===== config.mk =====
export PLATFORM = sky130hd
export DESIGN_NAME = serial_add_sub_flat
export DESIGN_NICKNAME = d
export VERILOG_FILES = /design/src/rtl/serial_add_sub_if.sv /design/src/rtl/serial_add_sub.sv /design/src/flat_wrapper.sv
export SDC_FILE = /design/constraint.sdc
export NUM_CORES = 1
export LEC_CHECK = 0
export ABC_CLOCK_PERIOD_IN_PS = 3670
export CAP_MARGIN = 15
export CORE_MARGIN = 5
export CORE_UTILIZATION = 38
export CTS_BUF_LIST = sky130_fd_sc_hd__clkbuf_8
export DETAILED_ROUTE_END_ITERATION = 10
export MAX_ROUTING_LAYER = met4
export PLACE_DENSITY = 0.6
export SYNTH_ARGS = -nofsm -noshare
export SYNTH_HDL_FRONTEND = slang
export SYNTH_SLANG_ARGS = --single-unit

===== constraint.sdc =====
create_clock -name clk -period 3.67 [get_ports clk]
set_input_delay 0.367 -clock clk [delete_from_list [all_inputs] [get_ports clk]]
set_output_delay 0.367 -clock clk [all_outputs]
set_load 0.05 [all_outputs]

===== src/rtl/serial_add_sub_if.sv =====
// Operand/result handshake bundle for the bit-serial adder/subtractor.
// The slave modport is the arithmetic block; master is the producer/consumer side.
interface serial_add_sub_if #(
    parameter int WIDTH = 8
) ();
    logic             in_valid;
    logic             in_ready;
    logic [WIDTH-1:0] A;
    logic [WIDTH-1:0] B;
    logic             Sub;
    logic             out_valid;
    logic             out_ready;
    logic [WIDTH-1:0] S;
    logic             Cout;
    logic             Overflow;
    logic             Zero;

    modport slave (
        input  in_valid, A, B, Sub, out_ready,
        output in_ready, out_valid, S, Cout, Overflow, Zero
    );

    modport master (
        output in_valid, A, B, Sub, out_ready,
        input  in_ready, out_valid, S, Cout, Overflow, Zero
    );
endinterface


===== src/rtl/serial_add_sub.sv =====
// Bit-serial two's-complement adder/subtractor: one full-adder slice iterated
// WIDTH times, LSB first, with valid/ready handshakes on both sides.
module serial_add_sub #(
    parameter int WIDTH = 8
) (
    input  logic           clk,
    input  logic           rst,
    serial_add_sub_if.slave bus
);
    localparam int CW = $clog2(WIDTH);
    localparam logic [CW-1:0] LAST = CW'(WIDTH - 1);

    typedef enum logic [1:0] {IDLE, RUN, DONE} state_t;

    state_t           state;
    logic [WIDTH-1:0] a_sr;
    logic [WIDTH-1:0] b_sr;
    logic [WIDTH-1:0] res_sr;
    logic             carry;
    logic [CW-1:0]    cnt;

    logic             in_ready_q;
    logic             out_valid_q;
    logic [WIDTH-1:0] s_q;
    logic             cout_q;
    logic             ovf_q;
    logic             zero_q;

    logic             fa_sum;
    logic             fa_cout;
    logic [WIDTH-1:0] res_next;

    // The single full-adder slice; sum bits enter at the MSB so the result
    // is fully aligned after WIDTH shifts.
    assign fa_sum   = a_sr[0] ^ b_sr[0] ^ carry;
    assign fa_cout  = (a_sr[0] & b_sr[0]) | (carry & (a_sr[0] ^ b_sr[0]));
    assign res_next = {fa_sum, res_sr[WIDTH-1:1]};

    // NOTE: all state here uses non-blocking assignments so every register
    // samples pre-edge values; blocking would chain shift/carry in one edge.
    always_ff @(posedge clk or posedge rst) begin
        if (rst) begin
            state       <= IDLE;
            in_ready_q  <= 1'b1;
            out_valid_q <= 1'b0;
            s_q         <= '0;
            cout_q      <= 1'b0;
            ovf_q       <= 1'b0;
            zero_q      <= 1'b0;
            a_sr        <= '0;
            b_sr        <= '0;
            res_sr      <= '0;
            carry       <= 1'b0;
            cnt         <= '0;
        end else begin
            case (state)
                IDLE: begin
                    if (bus.in_valid && in_ready_q) begin
                        // Subtraction is A + ~B + 1: invert B now, seed carry with 1.
                        a_sr       <= bus.A;
                        b_sr       <= bus.Sub ? ~bus.B : bus.B;
                        carry      <= bus.Sub;
                        cnt        <= '0;
                        in_ready_q <= 1'b0;
                        state      <= RUN;
                    end
                end
                RUN: begin
                    a_sr   <= a_sr >> 1;
                    b_sr   <= b_sr >> 1;
                    res_sr <= res_next;
                    carry  <= fa_cout;
                    cnt    <= cnt + 1'b1;
                    if (cnt == LAST) begin
                        // carry currently holds the carry into the MSB slice.
                        s_q         <= res_next;
                        cout_q      <= fa_cout;
                        ovf_q       <= carry ^ fa_cout;
                        zero_q      <= (res_next == '0);
                        out_valid_q <= 1'b1;
                        state       <= DONE;
                    end
                end
                DONE: begin
                    if (bus.out_ready) begin
                        out_valid_q <= 1'b0;
                        in_ready_q  <= 1'b1;
                        state       <= IDLE;
                    end
                end
                default: begin
                    out_valid_q <= 1'b0;
                    in_ready_q  <= 1'b1;
                    state       <= IDLE;
                end
            endcase
        end
    end

    assign bus.in_ready  = in_ready_q;
    assign bus.out_valid = out_valid_q;
    assign bus.S         = s_q;
    assign bus.Cout      = cout_q;
    assign bus.Overflow  = ovf_q;
    assign bus.Zero      = zero_q;
endmodule


===== src/flat_wrapper.sv =====
// flat-port wrapper written by rule: the top's interface ports become plain ports
module serial_add_sub_flat 
#(
    parameter int WIDTH = 8
)
  (clk, rst, bus_in_valid, bus_A, bus_B, bus_Sub, bus_out_ready, bus_in_ready, bus_out_valid, bus_S, bus_Cout, bus_Overflow, bus_Zero);
  serial_add_sub_if #(.WIDTH(WIDTH)) bus_i ();
  input  logic clk;
  input  logic rst;
  input wire logic [$bits(bus_i.in_valid)-1:0] bus_in_valid;
  input wire logic [$bits(bus_i.A)-1:0] bus_A;
  input wire logic [$bits(bus_i.B)-1:0] bus_B;
  input wire logic [$bits(bus_i.Sub)-1:0] bus_Sub;
  input wire logic [$bits(bus_i.out_ready)-1:0] bus_out_ready;
  output wire logic [$bits(bus_i.in_ready)-1:0] bus_in_ready;
  output wire logic [$bits(bus_i.out_valid)-1:0] bus_out_valid;
  output wire logic [$bits(bus_i.S)-1:0] bus_S;
  output wire logic [$bits(bus_i.Cout)-1:0] bus_Cout;
  output wire logic [$bits(bus_i.Overflow)-1:0] bus_Overflow;
  output wire logic [$bits(bus_i.Zero)-1:0] bus_Zero;
  assign bus_i.in_valid = bus_in_valid;
  assign bus_i.A = bus_A;
  assign bus_i.B = bus_B;
  assign bus_i.Sub = bus_Sub;
  assign bus_i.out_ready = bus_out_ready;
  assign bus_in_ready = bus_i.in_ready;
  assign bus_out_valid = bus_i.out_valid;
  assign bus_S = bus_i.S;
  assign bus_Cout = bus_i.Cout;
  assign bus_Overflow = bus_i.Overflow;
  assign bus_Zero = bus_i.Zero;
  serial_add_sub #(.WIDTH(WIDTH)) u_core (.clk(clk), .rst(rst), .bus(bus_i));
endmodule

==> flow_metrics.py, run 1 <==
metrics = {
    "cts": {
        "tritoncts": "yes",
        "post_cts_buffers": 0,
        "clk_latency_ns": 0.29,
        "cts-root-buf": "clkbuf_8",
        "cts-resized-gates": 0,
        "cts_buffer_depth": 2,
        "clock_sinks": 42,
        "clk_pin_slew_worst_paths_ns": 0.08,
        "cts-htree-levels": 2,
        "cts_made_buffers": 5,
        "holdBufCountCts": 0,
    },
    "synth": {
        "synthCells": 148,
        "ys_types": 29,
        "yosysSeqAreaShare_pct": 56.7,
        "ys_seq_elements": 42,
        "synth_top_cell_by_area": "dfrtp_1",
        "yosysMostFrequentCell": "dfrtp_1",
        "async_flop_share_pct": 100,
        "synth_top_area_share_pct": 55.3,
        "synthFlopType": "dfrtp_1",
        "synth_edf_count": 0,
        "syn_area_sq_um": 1860,
        "syn_nets": 172,
        "syn_avg_cell_area_sq_um": 12.5,
        "yosysWarnings": 0,
        "synth_area_leaders": "dfrtp_1, mux2_2, o21ai_0",
        "synth_commonest_cells": "dfrtp_1, o21ai_0, mux2_2, xnor2_1",
    },
    "drt": {
        "first_pass_iters": 4,
        "drc": 0,
        "vias_per_cell": 4.96,
        "drtIter0Drc": 39,
        "vias": 1235,
        "post_drt_wl_per_cell_um": 13.9,
        "ant_nets": 0,
        "routed_wl_mm": 3.47,
    },
    "cells_and_area": {
        "area_growth_syn_to_layout_pct": 26.0,
        "stdcell_count": 249,
        "drive_gt1_share_pct": 17.0,
        "multi_input_area_sq_um": 734,
        "layout.nets": 205,
        "n_fill_cell": 427,
        "diodes": 0,
        "final-seq-area_sq_um": 1050,
        "fin_area_sq_um": 2340,
        "final_core_util_pct": 49.5,
    },
    "place": {
        "dpl.hpwl_mm": 2.44,
        "dp_cells": 241,
        "io_buffers": 33,
        "gp_congestion": 0.744,
        "place_area_sq_um": 2230,
    },
    "floorplanning": {
        "dieHeight_um": 79.9,
        "start_util_pct": 39.3,
        "dieArea_sq_um": 6380,
        "fp.dieW_um": 79.9,
        "num_rows": 25,
        "design.core.area_sq_um": 4720,
        "ios": 34,
    },
    "global_routing": {
        "grt_pass1_vias": 1250,
        "overflow": 0,
        "grt_start_max_net_pins": 28,
        "track_usage_pct": 12.4,
        "grt_pass1_wl_mm": 5.98,
        "antenna_found_initial": 0,
    },
    "power_and_ir_drop": {
        "p_seq_share_pct": 40.8,
        "clkPwrFrac_pct": 18.8,
        "total_leakage_power_uw": 0.000996,
        "peakVddDrop_v": 0.000331,
        "switching_share_pct": 37.1,
        "internal-power_uw": 1200,
        "powerDensity_nw_per_um2": 815,
        "switching_power_uw": 706,
        "p_comb_share_pct": 40.3,
    },
    "sta": {
        "period_share_pct": 55.5,
        "hold_violations": 0,
        "fmax_mhz": 491,
        "period_minus_slack_ns": 2.04,
        "rsz0062_at_grt": "false",
        "worst_slew_pin_slew_ns": 0.977,
        "maxSlewViolCount": 0,
        "slew_headroom_pct": 34.8,
        "tns_ns": 0,
        "fin_skew_ns": 0.00694,
        "setup_viol": 0,
    },
    "setup_path": {
        "cp_cell_sequence": "clkdlybuf4s50_1",
        "end_kind": "output pin",
        "crit_type": "reg2out",
        "crit_slowest_cell": "clkdlybuf4s50_1",
        "path_delay_family": "buffers and inverters",
        "cp.arrival_ns": 1.67,
        "cp-startpoint": "u_core.bus.in_ready",
        "crit_fanout": 4,
        "crit_path_max_incr_delay_ns": 0.81,
        "critical_path_required_ns": 3.30,
        "critPathBufInv": 1,
        "r2r_start": "u_core.cnt[0]",
        "start_kind": "flop",
    },
    "hold_path": {
        "hold_path.class": "reg2reg",
        "min-delay-start": "u_core.bus.Zero",
    },
    "job": {
        "drv_cap": 0,
    },
    "outcome": {
        "status": "complete, no violations",
    },
}
[power by group through the flow]
stage                     sequential, uW  combinational [uW]  clock [uW]
after floorplan                      916                 445           0
after global placement               781                 756           0
after detailed placement             788                 781           0
after CTS                            781                 781         369
after global routing                 808                 842         389
final                                778                 769         359
[through the flow]
| stage | total power, uW | hold WS, ns | setup slack [ns] |
|---|---|---|---|
| CTS | 1930 | 0.488 | 1.62 |
| global placement | 1540 | 0.461 | 1.64 |
| detailed placement | 1570 | 0.469 | 1.51 |
| global route | 2040 | 0.529 | 1.59 |
| finish | 1910 | 0.479 | 1.63 |
| floorplan | 1360 | 0.418 | 2.01 |
[metal layers]
metal / vias up / routed length, um / track usage, %
li1: 591 / - / -
met5: - / 0 / -
met1: 612 / 1600 / 15.8
met3: 5 / 151 / 4.18
met2: 27 / 1680 / 18.9
met4: 0 / 37 / 3.55
[final timing paths]
kind	slack, ns	to	cells past startpoint
worst max-delay path	1.63	bus_in_ready	1
worst min-delay path	0.48	u_core.bus.Zero	2
worst max register to register	1.84	u_core.bus.S[7]	4
worst min register to register	0.48	u_core.bus.Zero	2
max in group asynchronous	2.29	u_core.res_sr[6]	3
min in group asynchronous	0.60	u_core.bus.out_valid	2
[registers in the layout, indices dropped and copies added, names as in the netlist]
signal and cells:
u_core.res_sr 7, u_core.a_sr 8, u_core.b_sr 8, u_core.bus.out_valid 1
u_core.bus.Overflow 1, u_core.bus.Zero 1, u_core.state 2, u_core.cnt 3
u_core.bus.in_ready 1, u_core.bus.Cout 1, u_core.bus.S 8, u_core.carry 1
[kinds of logic after synthesis]
logic type | after synthesis | share of synthesized area [%]
muxes | 25 | 14.6
buffers and inverters | 13 | 3.91
adders and majority gates | 3 | 2.43
xor gates and xnor gates | 9 | 4.25
DFF | 42 | 56.7
AOI/OAI and AO/OA | 37 | 12.9
and+or+nand+nor | 19 | 5.26
[cell type report]
class,instances,share of cell area [%]
clock inverters,3,1.71
well taps,67,3.58
inverters,4,0.642
repair buffers,35,14.8
flip-flops and latches,42,45.0
clock buffers,5,2.94
multi-input cells,93,31.4
[cell usage in the layout, fill, tap and decap left out, drive strengths merged, types with 2 or more instances in the layout]
master,count
a21oi,4
a221o,7
a22o,3
buf,2
clkbuf,5
clkdlybuf4s50,33
clkinv,2
dfrtp,41
ha,2
inv,4
mux2,17
mux2i,8
nand2,3
nor2,8
nor4,2
o21ai,21
or2,2
xnor2,9
No activity file was read; power rests on OpenSTA's default activity.
==> inputs of run 2 (changes only) <==
--- a/config.mk
+++ b/config.mk
@@ -5,14 +5,14 @@
 export SDC_FILE = /design/constraint.sdc
 export NUM_CORES = 1
 export LEC_CHECK = 0
-export ABC_CLOCK_PERIOD_IN_PS = 3670
+export ABC_CLOCK_PERIOD_IN_PS = 1700
 export CAP_MARGIN = 15
 export CORE_MARGIN = 5
 export CORE_UTILIZATION = 38
 export CTS_BUF_LIST = sky130_fd_sc_hd__clkbuf_8
 export DETAILED_ROUTE_END_ITERATION = 10
 export MAX_ROUTING_LAYER = met4
-export PLACE_DENSITY = 0.6
+export PLACE_DENSITY = 0.62
 export SYNTH_ARGS = -nofsm -noshare
 export SYNTH_HDL_FRONTEND = slang
 export SYNTH_SLANG_ARGS = --single-unit
==> constraint.sdc (replaced) <==
create_clock -name clk -period 1.7 [get_ports clk]
set_input_delay 0.17 -clock clk [delete_from_list [all_inputs] [get_ports clk]]
set_output_delay 0.17 -clock clk [all_outputs]
set_load 0.05 [all_outputs]
==> flow_metrics.py, run 2 (synthesized netlist as in run 1, its figures left out) <==
metrics = {
    "floorplanning": {
        "ios": 34,
        "num_rows": 25,
        "dieHeight_um": 79.9,
        "start_util_pct": 39.3,
        "fp.dieW_um": 79.9,
        "design.core.area_sq_um": 4720,
        "dieArea_sq_um": 6380,
    },
    "cells_and_area": {
        "drive_gt1_share_pct": 21.7,
        "area_growth_syn_to_layout_pct": 28.7,
        "layout.nets": 212,
        "fin_area_sq_um": 2390,
        "stdcell_count": 256,
        "most-common-layout-cells": "dfrtp_1, clkdlybuf4s50_1, o21ai_0, mux2_2, buf_4",
        "final_common_cell": "dfrtp_1",
        "diodes": 0,
        "n_fill_cell": 435,
    },
    "cts": {
        "cts_buffer_depth": 2,
        "post_cts_buffers": 0,
        "clk_latency_ns": 0.29,
        "cts_made_buffers": 5,
        "holdBufCountCts": 0,
        "cts-htree-levels": 2,
        "cts-root-buf": "clkbuf_8",
        "clock_sinks": 42,
        "tritoncts": "yes",
        "clk_pin_slew_worst_paths_ns": 0.07,
        "cts-resized-gates": 0,
    },
    "power_and_ir_drop": {
        "p_total_uw": 4060,
        "powerDensity_nw_per_um2": 1700,
        "total_leakage_power_uw": 0.00104,
        "peakVddDrop_v": 0.000568,
    },
    "hold_path": {
        "hold_path.class": "in2async",
    },
    "sta": {
        "hold_violations": 0,
        "period_share_pct": 96.2,
        "maxSlewViolCount": 0,
        "period_minus_slack_ns": 1.63,
        "setup_viol": 0,
        "fin_skew_ns": 0.00497,
        "slew_headroom_pct": 66.8,
        "hold_ws_ns": 0.159,
        "rsz0062_at_grt": "false",
        "worst_slew_pin_slew_ns": 0.497,
        "tns_ns": 0,
        "fmax_mhz": 612,
    },
    "setup_path": {
        "path_delay_family": "buffers and inverters",
        "cp.arrival_ns": 1.46,
        "crit_path_max_incr_delay_ns": 0.81,
        "critPathBufInv": 1,
        "crit_fanout": 2,
        "start_kind": "flop",
        "cp_cell_sequence": "clkdlybuf4s50_1",
        "end_kind": "output pin",
        "critical_path_required_ns": 1.53,
        "crit_type": "reg2out",
        "crit_slowest_cell": "clkdlybuf4s50_1",
    },
    "global_routing": {
        "grt_pass1_vias": 1360,
        "overflow": 0,
        "grt_start_max_net_pins": 28,
        "track_usage_pct": 12.4,
        "grt_pass1_wl_mm": 6.02,
        "antenna_found_initial": 0,
    },
    "drt": {
        "routed_wl_mm": 3.45,
        "vias": 1265,
        "first_pass_iters": 4,
        "ant_nets": 0,
        "drc": 0,
        "vias_per_cell": 4.94,
        "drtIter0Drc": 34,
        "post_drt_wl_per_cell_um": 13.5,
    },
    "place": {
        "dp_cells": 248,
        "dpl.hpwl_mm": 2.54,
        "io_buffers": 33,
        "gp_congestion": 0.786,
        "place_area_sq_um": 2300,
    },
    "job": {
        "drv_cap": 0,
    },
    "outcome": {
        "status": "complete, no violations",
    },
}
[run 2: stage by stage]
stage / setup WS [ns] / util, %
floorplan: 0.0355 / -
global placement: -0.0118 / 48.7
detailed placement: -0.0604 / 48.7
CTS: 0.0384 / 50.6
global route: 0.000833 / 50.6
finish: 0.0651 / 50.6
[run 2: where the power goes]
part	internal, uW	leakage [uW]	total [uW]	switching (uW)
Clock	321	0.0000524	641	320
Sequential	1400	0.000533	1680	275
Combinational	819	0.000451	1740	925
[run 2: cell type report]
class / count / area, sq um / area share, %
Timing Repair Buffer: 42 / 413 / 17.3
Clock inverter: 2 / 8.76 / 0.366
Clock buffer: 6 / 82.6 / 3.46
Sequential cell: 42 / 1050 / 44.0
Multi-Input combinational cell: 93 / 734 / 30.7
Inverter: 4 / 15.0 / 0.628
Tap cell: 67 / 83.8 / 3.51
[run 2: worst paths after layout]
check / endpoint / depth (start not counted) / slack, ns / startpoint
max: bus_Cout / 1 / 0.07 / u_core.bus.Cout
min: u_core.a_sr[3] / 2 / 0.16 / rst
max reg2reg: u_core.a_sr[7] / 4 / 0.10 / u_core.bus.in_ready
min reg2reg: u_core.bus.Zero / 2 / 0.48 / u_core.bus.Zero
max in group asynchronous: u_core.bus.Cout / 3 / 0.98 / rst
min in group clk: u_core.bus.Zero / 2 / 0.48 / u_core.bus.Zero
[run 2: metal layers]
| metal | vias up | global-route usage, % | share of wire, % |
|---|---|---|---|
| li1 | 608 | - | - |
| met1 | 617 | 14.6 | 46 |
| met2 | 32 | 20.6 | 47 |
| met3 | 8 | 3.72 | 4.8 |
| met4 | 0 | 3.55 | 1.3 |
| met5 | - | - | 0 |
==> inputs of run 3 (changes only) <==
--- a/config.mk
+++ b/config.mk
@@ -7,6 +7,7 @@
 export LEC_CHECK = 0
 export ABC_CLOCK_PERIOD_IN_PS = 1700
 export CAP_MARGIN = 15
+export CORE_ASPECT_RATIO = 2
 export CORE_MARGIN = 5
 export CORE_UTILIZATION = 38
 export CTS_BUF_LIST = sky130_fd_sc_hd__clkbuf_8
==> flow_metrics.py, run 3 (synthesized netlist as in run 1, its figures left out) <==
metrics = {
    "outcome": {
        "status": "complete, no violations",
    },
    "cells_and_area": {
        "layout.nets": 214,
        "final_common_cell": "dfrtp_1",
        "fin_area_sq_um": 2450,
        "drive_gt1_share_pct": 22.5,
        "area_growth_syn_to_layout_pct": 32.1,
        "most-common-layout-cells": "dfrtp_1, clkdlybuf4s50_1, o21ai_0, mux2_2, buf_4",
        "diodes": 0,
    },
    "place": {
        "dpl.hpwl_mm": 2.76,
        "io_buffers": 33,
        "place_area_sq_um": 2320,
        "gp_congestion": 0.722,
        "pre_cts_ws_ns": 0.0768,
    },
    "global_routing": {
        "track_usage_pct": 13.2,
        "grt_pass1_wl_mm": 6.30,
        "grt_start_max_net_pins": 22,
        "grt_pass1_vias": 1353,
        "antenna_found_initial": 0,
        "overflow": 0,
    },
    "sta": {
        "hold_violations": 0,
        "worst_slew_pin_slew_ns": 0.498,
        "tns_ns": 0,
        "period_share_pct": 95.5,
        "fmax_mhz": 616,
        "setup_viol": 0,
        "period_minus_slack_ns": 1.62,
        "slew_headroom_pct": 66.7,
        "fin_skew_ns": 0.00845,
        "setup_ws_ns": 0.0761,
        "rsz0062_at_grt": "false",
        "hold_ws_ns": 0.186,
        "maxSlewViolCount": 0,
    },
    "setup_path": {
        "crit_fanout": 2,
        "start_kind": "flop",
        "cp.arrival_ns": 1.45,
        "crit_path_max_incr_delay_ns": 0.80,
        "crit_type": "reg2out",
        "end_kind": "output pin",
        "crit_slowest_cell": "clkdlybuf4s50_1",
        "critical_path_required_ns": 1.53,
        "path_delay_family": "buffers and inverters",
        "cp_cell_sequence": "clkdlybuf4s50_1",
        "critPathBufInv": 1,
    },
    "power_and_ir_drop": {
        "p_total_uw": 4400,
        "switching_share_pct": 35.6,
        "p_comb_share_pct": 40.4,
        "total_leakage_power_uw": 0.00107,
        "p_seq_share_pct": 38.3,
        "internal-power_uw": 2840,
        "clkPwrFrac_pct": 21.3,
        "switching_power_uw": 1570,
        "powerDensity_nw_per_um2": 1790,
        "peakVddDrop_v": 0.00108,
    },
    "cts": {
        "clk_pin_slew_worst_paths_ns": 0.08,
        "cts-htree-levels": 2,
        "tritoncts": "yes",
        "clock_sinks": 42,
        "holdBufCountCts": 0,
        "clk_latency_ns": 0.29,
        "post_cts_buffers": 0,
        "cts_made_buffers": 5,
        "cts-root-buf": "clkbuf_8",
        "cts-resized-gates": 0,
        "cts_buffer_depth": 2,
    },
    "job": {
        "drv_cap": 0,
    },
    "drt": {
        "drtIter0Drc": 10,
        "first_pass_iters": 3,
        "vias_per_cell": 5.09,
        "vias": 1262,
        "ant_nets": 0,
        "drc": 0,
        "routed_wl_mm": 3.54,
        "post_drt_wl_per_cell_um": 14.3,
    },
    "hold_path": {
        "hold_path.class": "in2async",
    },
    "floorplanning": {
        "start_util_pct": 38.5,
        "dieArea_sq_um": 6470,
        "fp.dieW_um": 59.4,
        "dieHeight_um": 109,
        "num_rows": 36,
        "design.core.area_sq_um": 4820,
        "ios": 34,
    },
}
-- run 3: cell count changes in the layout (fill, tap and decap cells not counted), sizes merged --
| cell | delta |
|---|---|
| buf | +1 |
| bufinv | +2 |
| clkbuf | -1 |
| clkdlybuf4s50 | +1 |
| inv | -1 |
-- run 3: worst reg2reg max path, delay by kind of cell, from the launching register on --
kind / cells / cell delay (ns)
buffers and inverters: 1 / 0.16
multiplexers: 1 / 0.34
adder cells (fa/ha/maj): 2 / 0.43
AND/OR/NAND/NOR: 1 / 0.15
flip-flops: 1 / 0.40
-- run 3: metrics by stage --
stage | util [%] | instances
floorplan | - | 148
global placement | 48.1 | 240
detailed placement | 48.1 | 240
CTS | 50.9 | 248
global route | 50.9 | 248
finish | 50.9 | 248
-- run 3: per-layer routing --
metal / vias up / track usage (%) / part of all wire, %
met5: - / - / 0
met4: 0 / 5.02 / 1.8
met3: 7 / 2.84 / 4.6
met2: 28 / 22.8 / 55
met1: 618 / 14.3 / 39
li1: 609 / - / -
-- run 3: power groups by stage --
stage	Combinational (uW)	Clock, uW	Sequential, uW
after global placement	1750	0	1680
after floorplan	961	0	1980
after global routing	1930	993	1750
final	1780	936	1690
after detailed placement	1810	0	1710
after CTS	1810	961	1690
-- run 3: layout make-up --
class	instances	area, sq um
Multi-Input combinational cell	93	734
Timing Repair Buffer	44	443
Clock buffer	5	68.8
Tap cell	57	71.3
Clock inverter	3	68.8
Sequential cell	42	1050
Fill cell	423	2370
Inverter	4	15.0
-- run 3: final timing paths --
| kind | from | endpoint | slack, ns | cells past startpoint |
|---|---|---|---|---|
| setup / recovery | u_core.bus.Cout | bus_Cout | 0.08 | 1 |
| hold / removal | rst | u_core.a_sr[1] | 0.19 | 2 |
| setup reg to reg | u_core.cnt[0] | u_core.bus.S[1] | 0.11 | 5 |
| max in group asynchronous | rst | u_core.bus.in_ready | 0.95 | 3 |
| hold reg to reg | u_core.bus.Zero | u_core.bus.Zero | 0.48 | 2 |
| min in group clk | bus_A[7] | u_core.a_sr[7] | 0.47 | 2 |
